File: src/rtl/minimig_bank_request_queue.sv
// Request queue between the Amiga bank mapper and the SDRAM controller.
// Flattens {one-hot bank, block offset} into a word address and buffers requests in a small FIFO.
module minimig_bank_request_queue #(
  parameter int OFS_W = 18,
  parameter int DEPTH = 2
) (
  input  logic               clk,
  input  logic               reset_n,
  input  logic               in_valid,
  output logic               in_ready,
  input  logic [7:0]         bank,
  input  logic [OFS_W-1:0]   ofs,
  input  logic               wr,
  input  logic [1:0]         be,
  input  logic [15:0]        wdata,
  output logic               sd_valid,
  input  logic               sd_ready,
  output logic [OFS_W+2:0]   sd_addr,
  output logic               sd_wr,
  output logic [1:0]         sd_be,
  output logic [15:0]        sd_wdata,
  output logic               unmapped,
  output logic               conflict,
  output logic [7:0]         drop_cnt
);

  localparam int PTR_W = $clog2(DEPTH);
  localparam int CNT_W = PTR_W + 1;
  localparam int ENT_W = OFS_W + 3 + 1 + 2 + 16;

  // Handshakes: a transfer happens on a rising edge where valid and ready are both 1;
  // the producer holds its payload stable until then, and ready never depends on valid.

  logic [ENT_W-1:0] mem [DEPTH];
  logic [ENT_W-1:0] head;
  logic [PTR_W-1:0] wr_ptr;
  logic [PTR_W-1:0] rd_ptr;
  logic [CNT_W-1:0] count;
  logic [2:0]       bank_index;
  logic             multi;
  logic             no_bank;
  logic             push;
  logic             push_map;
  logic             pop;

  // Highest set bit wins when the mapper selects several blocks at once.
  always_comb begin
    bank_index = 3'd0;
    for (int i = 0; i < 8; i++) begin
      if (bank[i]) bank_index = i[2:0];
    end
  end

  assign multi    = |(bank & (bank - 8'd1));
  assign no_bank  = (bank == 8'h00);
  assign in_ready = (count != CNT_W'(DEPTH));
  assign sd_valid = (count != '0);
  assign push     = in_valid && in_ready;
  assign push_map = push && !no_bank;
  assign pop      = sd_valid && sd_ready;

  always_ff @(posedge clk or negedge reset_n) begin
    if (!reset_n) begin
      count    <= '0;
      wr_ptr   <= '0;
      rd_ptr   <= '0;
      unmapped <= 1'b0;
      conflict <= 1'b0;
      drop_cnt <= 8'd0;
    end else begin
      count <= count + CNT_W'(push_map) - CNT_W'(pop);
      if (push_map) wr_ptr <= wr_ptr + PTR_W'(1);
      if (pop)      rd_ptr <= rd_ptr + PTR_W'(1);
      unmapped <= push && no_bank;
      if (push && multi) conflict <= 1'b1;
      if (push && no_bank && (drop_cnt != 8'hFF)) drop_cnt <= drop_cnt + 8'd1;
    end
  end

  // Storage needs no reset: the head is masked to zero whenever the queue is empty.
  always_ff @(posedge clk) begin
    if (push_map) mem[wr_ptr] <= {bank_index, ofs, wr, be, wdata};
  end

  assign head = mem[rd_ptr];
  assign {sd_addr, sd_wr, sd_be, sd_wdata} = sd_valid ? head : '0;

endmodule

File: config.mk
export PLATFORM = sky130hd
export DESIGN_NAME = minimig_bank_request_queue
export DESIGN_NICKNAME = d
export VERILOG_FILES = /design/src/rtl/minimig_bank_request_queue.sv
export SDC_FILE = /design/constraint.sdc
export NUM_CORES = 1
export LEC_CHECK = 0
export CAP_MARGIN = 20
export CELL_PAD_IN_SITES_DETAIL_PLACEMENT = 1
export CELL_PAD_IN_SITES_GLOBAL_PLACEMENT = 2
export CORE_MARGIN = 5
export CORE_UTILIZATION = 35
export DETAILED_ROUTE_END_ITERATION = 8
export MAX_ROUTING_LAYER = met4
export PLACE_DENSITY = 0.89
export SYNTH_ARGS = -nofsm -noshare
export SYNTH_HDL_FRONTEND = slang
export SYNTH_SLANG_ARGS = --single-unit
File: constraint.sdc
create_clock -name clk -period 5.35 [get_ports clk]
set_input_delay 1.3375 -clock clk [delete_from_list [all_inputs] [get_ports clk]]
set_output_delay 1.3375 -clock clk [all_outputs]
set_load 0.02 [all_outputs]
==> metrics.md <==
| Metric | Value |
|---|---|
| Mapped Area | 3820 um^2 |
| Final hold vios | 0 |
| Gate count of the mapped netlist | 251 |
| Root buffer cell | clkbuf_8 |
| Final setup vio count | 0 |
| Syn-to-layout area delta | 37.4% |
| Tcrit/Tclk final | 68.8% |
| Die Wd | 114 um |
| Number of CTS-inserted buffers | 9 |
| Port bufs | 100 |
| Overflow after GRT | 0 |
| Fraction of layout cells with a size suffix above 1 | 7.48% |
| Clk_skew | 0.0143 ns |
| Via Count | 2,371 |
| Clk slew on worst S/H paths | 0.09 ns |
| CP max stage delay | 0.81 ns |
| Post-route ant nets | 0 |
| Worst endpoint required time | 4.01 ns |
| RSZ-0062 raised after global routing | false |
| Via/cell ratio | 4.73 |
| Buffers & Inverters on Critical Path | 2 |
| # Post-CTS Setup Buffers | 0 |
| Slew Limit Fails | 0 |
| Worst Setup Slack post-DPL | 1.55 ns |
| H-tree depth | 3 |
| Die height | 114 um |
| Initial Util | 35.5% |
| Post-synthesis mux area share | 12.0% |
| # rows | 38 |
| LEAKAGE | 1.95 nW |
| Worst hold path type | reg2reg |
| Drt pass-1 iters | 4 |
| I/O Pins | 101 |
| Final WS setup | 1.67 ns |
| CP max stage cell | dfrtp_2 |
| Nets | 408 |
| Max VDD drop | 0.000218 V |
| Worst EP arrival | 2.34 ns |
| Fmax | 0.272 GHz |
| Largest family of logic cells by synthesized area | multiplexers |
| Dpl hpwl | 6.08 mm |
| Slew headroom | 39.0% |
| Post-CTS sizing | 0 |
| Synth Area in Compound Gates | 1.87% |
| Top cell family by delay on the critical path | buffers and inverters |
| Tmin final | 3.68 ns |
| Global-route wire length before repair | 13.4 mm |
| Post-synthesis area per instance | 15.2 um^2 |
| Overall Global Routing Usage | 13.7% |
| Startpoint class of the critical path | flop |
| Antenna Cells | 0 |
| CTS tree | yes |
| Netlist cell types | 34 |
| Final TNS setup | 0 ns |
| CP Class | reg2out |
| Status | finished, final reports clean |
| Post-synthesis simple-gate area fraction | 9.96% |
| Core area | 10,700 um^2 |
| Hold WS | 0.490 ns |
| GPL Wtd Cong | 0.831 |
| Die area | 13,100 um^2 |
| YS warnings | 0 |
| Hold_buf cts | 0 |
| Crit path capture type | output port |
| Syn_nets | 303 |
| Initial antenna violation count | 0 |
| Inst Count DP | 483 |
| # clock sinks | 94 |
| WL/cell | 17.0 um |
| Post-route DRC | 0 |
| Worst slew pin tran | 0.912 ns |
| Cell Chain, Critical Path | buf_12 -> mux2i_1 -> nor2_1 -> clkdlybuf4s50_1 |
| Max cap viols | 0 |
| Final wirelength | 8.53 mm |
| Clock Path Buffers | 2 |
| Power Total | 2.71 mW |
| PwrDens | 517 nW/um^2 |
| Post-synthesis adder-cell area fraction | 1.25% |
| 1st-iter DRT viols | 88 |
| Sequential area share after synthesis | 72.1% |
| Pin count of the biggest net entering global routing | 42 |
| Clock Latency Late Sink | 0.36 ns |
| Post-Synth XOR/XNOR Area | 1.61% |
| Flops & latches, synth | 94 |
| Critical path peak fanout | 22 |
| Vias in the first global route | 2,594 |
| Final Non-Filler Cells | 501 |
[final cells by class]
cell class	count	area [um^2]
sequential	94	2750
clock buffer	9	124
multi-input combinational	144	1040
inverter	4	15.0
tap	140	175
fill	1105	5500
clock inverter	7	78.8
timing repair buffer	103	1060
[worst paths after layout]
check	startpoint	end	slack [ns]	cells past startpoint
setup / recovery	rd_ptr	sd_be[0]	1.67	4
hold / removal	conflict	conflict	0.49	1
setup reg to reg	count[1]	count[1]	2.92	8
hold reg to reg	conflict	conflict	0.49	1
max in group asynchronous	reset_n	rd_ptr	3.50	1
min in group asynchronous	reset_n	drop_cnt[0]	1.38	1
[cells in the mapped netlist]
master     instances  area, um^2
a2111oi_0          3        26.3
a21o_1             1        7.51
a21oi_1            1        5.00
and2_1             1        6.26
and3b_1            1        8.76
buf_1              4        15.0
clkbuf_1           5        18.8
dfrtp_1           14         350
edfxtp_1          80        2400
ha_1               3        37.5
inv_1              4        15.0
maj3_1             1        10.0
mux2_1             5        56.3
mux2i_1           40         400
nand2_1            5        18.8
nand2b_1           4        25.0
nand3_1            2        10.0
nand4_1            1        6.26
nand4b_1           1        8.76
nor2_1            50         188
nor3_1             5        25.0
nor3_2             2        20.0
nor4_1             1        6.26
nor4_4             1        21.3
nor4bb_1           1        10.0
o211ai_1           1        7.51
o21ai_0            2        10.0
o21bai_1           1        7.51
o31ai_1            1        7.51
or2_4              1        8.76
or3_1              1        6.26
or4_4              1        11.3
xnor2_1            3        26.3
xor2_1             4        35.0
[power by group]
part           switching [mW]  internal, mW  total (mW)  leakage [nW]
Sequential             0.0927         0.974        1.07         0.918
Combinational           0.628         0.548        1.18         0.933
Clock                   0.250         0.222       0.471        0.0998
Total                   0.970          1.74        2.71          1.95
[per-layer routing]
metal	vias up	global-route usage (%)	routed length [um]
met2	79	22.5	4200
met1	1157	16.4	3640
met5	-	-	0
li1	1130	-	-
met3	5	4.23	627
met4	0	4.04	55
[registers in the layout (all words and copies together) (netlist names)]
name	count
conflict	1
rd_ptr	1
mem	80
unmapped	1
count	2
drop_cnt	8
wr_ptr	1
[layout by cell type, fill, tap and decap left out, types with 2 or more instances in the layout]
cell type,Yosys,final
nor3_1,5,5
xor2_1,4,4
ha_1,3,3
nand2_1,5,5
clkbuf_8,0,9
nand2b_1,4,4
o21ai_0,2,2
inv_6,0,2
nor3_2,2,2
clkdlybuf4s50_1,0,100
edfxtp_1,80,80
nor2_1,50,47
xnor2_1,3,3
buf_12,0,3
dfrtp_1,14,13
nor2_4,0,3
mux2_1,5,5
nand3_1,2,2
a2111oi_0,3,3
mux2i_1,40,40
inv_1,4,4
[per-stage QoR]
stage	cell area [um^2]	util, %
2_1_floorplan	3820	-
3_3_place_gp	4980	46.4
3_5_place_dp	5000	46.6
4_1_cts	5210	48.5
5_1_grt	5250	48.8
6_report	5250	48.8
[cell families (layout without fill, tap and decap cells)]
family,Yosys count,in the layout
simple gates,78,78
fa+ha+maj,4,4
xor+xnor,7,7
mux,45,45
flops,94,94
buf+inv,13,123
compound gates,10,10
(Power assumes the default switching activity.)
